### src/rtl/display_scan_ctrl.sv
// Binary-to-BCD conversion FSM with atomic display-buffer commit and a multiplexed 4-digit tube scan.
// Optional leading-zero blanking is compiled in when DISPLAY_BLANK_ZERO_EN is defined.
module display_scan_ctrl #(
   parameter int unsigned SCAN_DIV = 50000
) (
   input  logic        clock_50H,
   input  logic        reset,
   input  logic [13:0] value,
   input  logic        load,
   output logic        busy,
   output logic        overflow,
   output logic [3:0]  new_num,
   output logic [3:0]  tube
);

   typedef enum logic [2:0] {S_IDLE, S_THOU, S_HUND, S_TENS, S_DONE} state_t;

   localparam logic [15:0] SCAN_TC = 16'(SCAN_DIV - 1);

   state_t            state_q, state_d;
   logic [13:0]       rem_q, rem_d;
   logic              ovf_tmp_q, ovf_tmp_d;
   logic [3:0][3:0]   dig_q, dig_d;
   logic [3:0][3:0]   disp_q, disp_d;
   logic              busy_q, busy_d;
   logic              overflow_q, overflow_d;
   logic [15:0]       presc_q, presc_d;
   logic [1:0]        idx_q, idx_d;
   logic [3:0]        tube_q, tube_d;
   logic [3:0]        num_q, num_d;
   logic              blank;

   always_comb begin
      state_d    = state_q;
      rem_d      = rem_q;
      ovf_tmp_d  = ovf_tmp_q;
      dig_d      = dig_q;
      disp_d     = disp_q;
      busy_d     = busy_q;
      overflow_d = overflow_q;
      unique case (state_q)
         S_IDLE: if (load) begin
            rem_d     = (value > 14'd9999) ? 14'd9999 : value;
            ovf_tmp_d = (value > 14'd9999);
            dig_d     = '0;
            busy_d    = 1'b1;
            state_d   = S_THOU;
         end
         S_THOU: if (rem_q >= 14'd1000) begin
            rem_d    = rem_q - 14'd1000;
            dig_d[3] = dig_q[3] + 4'd1;
         end else begin
            state_d = S_HUND;
         end
         S_HUND: if (rem_q >= 14'd100) begin
            rem_d    = rem_q - 14'd100;
            dig_d[2] = dig_q[2] + 4'd1;
         end else begin
            state_d = S_TENS;
         end
         S_TENS: if (rem_q >= 14'd10) begin
            rem_d    = rem_q - 14'd10;
            dig_d[1] = dig_q[1] + 4'd1;
         end else begin
            dig_d[0] = rem_q[3:0];
            state_d  = S_DONE;
         end
         S_DONE: begin
            disp_d     = dig_q;
            overflow_d = ovf_tmp_q;
            busy_d     = 1'b0;
            state_d    = S_IDLE;
         end
         default: state_d = S_IDLE;
      endcase
   end

`ifdef DISPLAY_BLANK_ZERO_EN
   logic [1:0] msd;
   always_comb begin
      msd = 2'd0;
      for (int unsigned i = 1; i < 4; i++)
         if (disp_d[i] != 4'd0) msd = 2'(i);
      blank = (idx_d > msd);
   end
`else
   assign blank = 1'b0;
`endif

   // Outputs are computed from next-state index and buffer so tube, digit and commit land on one edge.
   always_comb begin
      presc_d = (presc_q == SCAN_TC) ? '0 : presc_q + 16'd1;
      idx_d   = (presc_q == SCAN_TC) ? idx_q + 2'd1 : idx_q;
      num_d   = disp_d[idx_d];
      tube_d  = blank ? 4'b1111 : ~(4'b0001 << idx_d);
   end

   always_ff @(posedge clock_50H) begin
      if (reset) begin
         state_q    <= S_IDLE;
         rem_q      <= '0;
         ovf_tmp_q  <= 1'b0;
         dig_q      <= '0;
         disp_q     <= '0;
         busy_q     <= 1'b0;
         overflow_q <= 1'b0;
         presc_q    <= '0;
         idx_q      <= '0;
         tube_q     <= 4'b1110;
         num_q      <= '0;
      end else begin
         state_q    <= state_d;
         rem_q      <= rem_d;
         ovf_tmp_q  <= ovf_tmp_d;
         dig_q      <= dig_d;
         disp_q     <= disp_d;
         busy_q     <= busy_d;
         overflow_q <= overflow_d;
         presc_q    <= presc_d;
         idx_q      <= idx_d;
         tube_q     <= tube_d;
         num_q      <= num_d;
      end
   end

   assign busy     = busy_q;
   assign overflow = overflow_q;
   assign new_num  = num_q;
   assign tube     = tube_q;

endmodule
### config.mk
export PLATFORM = sky130hd
export DESIGN_NAME = display_scan_ctrl
export DESIGN_NICKNAME = d
export VERILOG_FILES = /design/src/rtl/display_scan_ctrl.sv
export SDC_FILE = /design/constraint.sdc
export NUM_CORES = 1
export LEC_CHECK = 0
export ABC_CLOCK_PERIOD_IN_PS = 3200
export CAP_MARGIN = 20
export CORE_MARGIN = 3
export CORE_UTILIZATION = 59
export DETAILED_ROUTE_END_ITERATION = 6
export PLACE_DENSITY = 0.75
export SLEW_MARGIN = 15
export SYNTH_ARGS = -nofsm -noshare
export SYNTH_HDL_FRONTEND = slang
export SYNTH_SLANG_ARGS = --single-unit
### constraint.sdc
create_clock -name clock_50H -period 3.2 [get_ports clock_50H]
set_input_delay 0.48 -clock clock_50H [delete_from_list [all_inputs] [get_ports clock_50H]]
set_output_delay 0.48 -clock clock_50H [all_outputs]
set_load 0.02 [all_outputs]
### Word level (Yosys, flattened, before mapping)

Cells that the tools add are included.

* multiplexer cells: 25
* $mul: 0
* bitwise operators: 1
* reduce and logical (&&, ||, !) cells: 15
* equality and inequality tests: 12
* $lt $le $gt $ge: 5
* shifts and indexed selects: 1
* $add $sub $neg: 8
* divide/modulo/power cells: 0

Operator list (count)
* two-way mux 14 bit: 5
* case mux 14 bit (4 select lines): 1
* two-way mux 16 bit: 2
* two-way mux 4 bit: 5
* adder 16 x 1 -> 16 bit (second input constant): 1
* equality test 16 bit (second input constant): 1
* case mux 4 bit (2 select lines): 2
* case mux 8 bit (2 select lines): 1
* >= comparator 14 x 10 -> 1 bit (second input constant): 1
* >= comparator 14 x 4 -> 1 bit (second input constant): 1
* >= comparator 14 x 7 -> 1 bit (second input constant): 1
* greater-than comparator 14 bit (second input constant): 1
* != test 2 bit (second input constant): 7
* subtractor 14 x 10 -> 14 bit (second input constant): 1
* subtractor 14 x 4 -> 14 bit (second input constant): 1
* subtractor 14 x 7 -> 14 bit (second input constant): 1
* adder 4 x 1 -> 4 bit (second input constant): 3
* two-way mux 3 bit: 4
* case mux 3 bit (4 select lines): 1
* AND reduction 3 bit: 4
* binary-select mux 4 bit (select 2 bit): 1
* nonzero test 2 bit: 4
* equality test 3 x 2 -> 1 bit (second input constant): 2
* AND reduction 5 bit: 1
* other kinds (14): 15

* input bits: 17
* bits in registers: 78
* ROM bits: 0
* memories: 0
* logic and storage cells: 84
* bits in writable memories: 0
* latch bits: 0

### Logic depth before layout (Yosys ltp)

* depth in word-level cells: 4
* gate-level depth with buffers: 9
* depth with buffers taken out: 8

### Worst setup path after synthesis

No wires, ideal clock.

* path kind: register to register
* from: register rem_q[2]
* to: register state_q[0]
* slack: 0.912 ns
* cell stages (with the launch flop): 8
* clock period less this slack: 2.288 ns
* required time: 3.084 ns
* data arrival time: 2.173 ns
* path buffers: 0
* path through: dfxtp_1 inv_1 ha_1 a2111o_1 nor2_4 a21oi_2 or4_4 a31o_1

* word-level cells in the longest chain between the ends: 3

RTL lines
* from (decl): RTL line 21 `logic [13:0] rem_q, rem_d;`
* from (signal assigned): RTL line 113 `rem_q <= rem_d;`
* >= comparator 14 x 4 -> 1 bit (tied with other cells): RTL line 61 `S_TENS: if (rem_q >= 14'd10) begin`
* != test 2 bit (no line)
* AND reduction 4 bit (no line) (*)
* to (signal assigned): RTL line 112 `state_q <= state_d;`
* to (decl): RTL line 20 `state_t state_q, state_d;`

Every way passes the cells marked *; elsewhere a longest branch is shown, timed or not.
A chain may end at the register's enable or synchronous reset.

### Worst setup path in the final report

* from: register rem_q[3]
* to: register rem_q[12]

* word-level cells in the longest chain between the ends: 3

RTL lines
* subtractor 14 x 4 -> 14 bit (tied with other cells): RTL line 62 `rem_d = rem_q - 14'd10;`
* two-way mux 14 bit (tied with other cells): RTL line 61
* case mux 14 bit (4 select lines) / AND reduction 5 bit (equally long branches)

Parallel ways exist; a longest one is shown, timed or not. The select of a mux whose other input is x is not followed.

==> impl_metrics.py <==
metrics = {
    "status": {
        "status": "complete, no violations",
    },
    "die": {
        "start_util_pct": 61.5,
        "die_area_um2": 8260,
        "die_w_um": 90.9,
        "die_h_um": 90.9,
        "io_pins": 27,
        "fp-row-count": 30,
        "core-area_um2": 6910,
    },
    "placement": {
        "place_area_um2": 4520,
        "preCtsSetupSlack_ns": 0.442,
        "post-dp-hpwl_um": 7260,
        "portBuffers": 26,
        "placed_cells": 591,
        "globalplace.congestion": 0.974,
    },
    "logic_synthesis": {
        "synth_cell_types": 70,
        "synth_edf_count": 0,
        "synth_area_um2": 4250,
        "ys.flop_type": "dfxtp_1",
        "avgSynthCellArea_um2": 8.60,
        "ys_async_sr_fraction_pct": 0,
        "syn-num-nets": 522,
        "ys_warn_count": 0,
        "synth_seq_area_share_pct": 36.7,
        "ys_seq_elements": 78,
        "synthCells": 494,
    },
    "setup_path": {
        "arrival_ns": 2.96,
        "start_kind": "flop",
        "r2r-start": "rem_q[3]$_SDFFE_PP0P_",
        "r2r_end": "rem_q[12]$_SDFFE_PP0P_",
        "critPathKind": "reg2reg",
        "rr_worst_depth": 7,
        "rrSetupSlack_ns": 0.47,
        "cp_max_fo": 13,
        "crit_required_ns": 3.43,
        "end_kind": "flop",
    },
    "pwr": {
        "powerDensity_nw_per_um2": 752,
        "p_comb_share_pct": 41.4,
        "p_total_mw": 3.55,
        "swShare_pct": 42.2,
        "p_leak_nw": 1.72,
        "clockPowerShare_pct": 21.2,
        "peakVddDrop_mv": 0.422,
        "power.switching_mw": 1.50,
        "p_seq_share_pct": 37.4,
        "p_int_mw": 2.05,
    },
    "timing": {
        "final_hold_viol_count": 0,
        "fin_crit_sh_pct": 85.4,
        "rsz0062_at_grt": "false",
        "tightest_slew_ns": 0.849,
        "skew_ns": 0.0110,
        "finalSetupTns_ns": 0,
        "setup_viol": 0,
        "relSlewSlack_pct": 42.8,
        "timing.final.ws_setup_ns": 0.468,
        "whs_ns": 0.464,
        "period_needed_ns": 2.73,
        "drv_slew": 0,
        "max_freq_ghz": 0.366,
    },
    "clocking": {
        "ctsHtreeMaxLevel": 3,
        "cts.sinks": 78,
        "cts_tree": "done",
        "insertion_delay_ns": 0.36,
        "cts_setup_buffers": 0,
        "cts_resized": 0,
        "cts-root-buf": "clkbuf_8",
        "cts_made_buffers": 9,
        "hold_buffers": 0,
        "clockBufferDepth": 2,
        "clk_pin_slew_worst_paths_ns": 0.08,
    },
    "finish": {
        "area_delta_synth_final_pct": 11.0,
        "seq_area_um2": 1560,
        "design_area_um2": 4710,
        "drive_above_1_share_pct": 7.83,
        "nNetsFinal": 534,
        "multi_input_area_um2": 2500,
        "n_antenna_cell": 0,
        "fin_util_pct": 68.3,
        "num-fill-cells": 612,
        "finalNonFillerCells": 607,
    },
    "hold_path": {
        "hold_start": "presc_q[0]$_SDFF_PP0_",
        "hold_class": "reg2reg",
        "min_to": "presc_q[0]$_SDFF_PP0_",
        "hold_depth": 1,
    },
    "drt": {
        "num_vias": 3772,
        "wire_per_inst_um": 16.7,
        "first_pass_iters": 5,
        "postRouteAntennaNets": 0,
        "drc": 0,
        "vias_per_cell": 6.21,
        "drt_first_iter_violations": 395,
        "routed_wl_um": 10100,
    },
    "global_routing": {
        "overflow": 0,
        "grt_antenna_before_repair": 0,
        "grt_max_degree": 34,
        "grt_pass1_wl_um": 17500,
        "first_global_vias": 3563,
        "grt_usage_pct": 26.0,
    },
    "job": {
        "cap_violations": 0,
    },
}
-- area by class of cell --
cell class,count,area share (%)
tap,96,2.55
clock buffer,11,3.00
clock inverter,5,1.22
multi-input combinational,376,52.9
timing repair buffer,33,6.53
sequential,78,33.1
inverter,8,0.637
-- state kept, by name (all words and copies together) (netlist names), 2 cells and up --
name	count
disp_q	16
state_q	3
dig_q	16
idx_q	2
presc_q	16
tube	4
new_num	4
rem_q	14
-- power groups by stage --
stage	Combinational (mW)	Clock (mW)	Sequential (mW)
3_3_place_gp	1.41	0	1.33
3_5_place_dp	1.43	0	1.34
2_1_floorplan	1.26	0	1.20
4_1_cts	1.43	0.767	1.32
5_1_grt	1.63	0.806	1.35
6_report	1.47	0.753	1.33
-- synth_stat cells, types with 4 or more instances --
| library cell | n | share of area [%] |
|---|---|---|
| nor2_1 | 77 | 6.8 |
| nor3_1 | 16 | 1.9 |
| buf_2 | 12 | 1.4 |
| a22oi_1 | 11 | 1.9 |
| and2_1 | 5 | 0.74 |
| a221oi_1 | 5 | 1.0 |
| inv_1 | 8 | 0.71 |
| xor2_1 | 15 | 3.1 |
| o2bb2ai_1 | 5 | 1.0 |
| mux2i_1 | 30 | 7.1 |
| o22ai_1 | 4 | 0.59 |
| dfxtp_1 | 78 | 37 |
| nand3_1 | 13 | 1.5 |
| and3_1 | 13 | 1.9 |
| a211oi_1 | 7 | 1.2 |
| ha_1 | 11 | 3.2 |
| clkbuf_1 | 14 | 1.2 |
| nand2_1 | 25 | 2.2 |
| o221ai_1 | 5 | 1.0 |
| a21oi_1 | 24 | 2.8 |
| o21ai_0 | 19 | 2.2 |
| nand2b_1 | 8 | 1.2 |
| nand4_1 | 4 | 0.59 |
| xnor2_1 | 13 | 2.7 |
-- layer usage --
metal	share of wire [%]	track usage, %	up-vias	routed length (um)
met3	7.1	6.50	17	720
met4	2.2	9.55	0	224
met5	0	0	-	0
met2	44	38.2	164	4410
met1	47	36.9	1783	4760
li1	-	-	1808	-
-- critical path, stage by stage, from the launching register on --
cell and delay (ns):
dfxtp_1 0.50, ha_1 0.26, or3b_1 0.37, a211o_1 0.33, nand3_1 0.11, nand3_1 0.41, a2111oi_0 0.53, nor3_1 0.10
-- worst max path at each step --
stage,slack [ns],depth (start not counted),to,startpoint
2_1_floorplan,0.91,7,state_q[0]$_SDFFE_PP0P_,rem_q[2]$_SDFFE_PP0P_
3_3_place_gp,0.44,7,rem_q[10]$_SDFFE_PP0P_,value[5]
3_5_place_dp,0.44,7,rem_q[12]$_SDFFE_PP0P_,load
4_1_cts,0.53,7,rem_q[12]$_SDFFE_PP0P_,rem_q[3]$_SDFFE_PP0P_
5_1_grt,0.27,8,rem_q[12]$_SDFFE_PP0P_,rem_q[2]$_SDFFE_PP0P_
6_report,0.47,7,rem_q[12]$_SDFFE_PP0P_,rem_q[3]$_SDFFE_PP0P_
-- layout by cell type (no fill, tap or decap), types with 3 or more instances in the layout --
master	n
nand2b_1	8
nand2_1	25
o221ai_1	5
o22ai_1	4
nand3b_1	3
nor3_1	16
clkbuf_8	10
a2bb2oi_1	3
or2_2	3
mux2i_1	30
xnor2_1	13
xor2_1	15
a21oi_2	3
o211ai_1	3
o2bb2ai_1	5
o21ai_0	19
ha_1	11
nor2_1	77
inv_1	8
buf_4	7
and2_1	5
dfxtp_1	78
a2111oi_0	3
a211oi_1	7
a21oi_1	24
a221oi_1	5
nand3_1	13
clkdlybuf4s50_1	25
or3_1	3
nand4_1	4
a22oi_1	11
and3_1	13
-- kinds of logic (layout without fill, tap and decap cells) --
group                    Yosys count  in the layout  synth area share [%]
AO/OA/AOI/OAI                    110            110                  18.1
XOR/XNOR                          29             29                  6.15
adder cells (fa/ha/maj)           11             11                  3.24
buffers and inverters             40             57                  4.51
flip-flops                        78             78                  36.7
multiplexers                      30             30                  7.07
AND/OR/NAND/NOR                  196            196                  24.2
No activity file was read; power rests on OpenSTA's default activity.
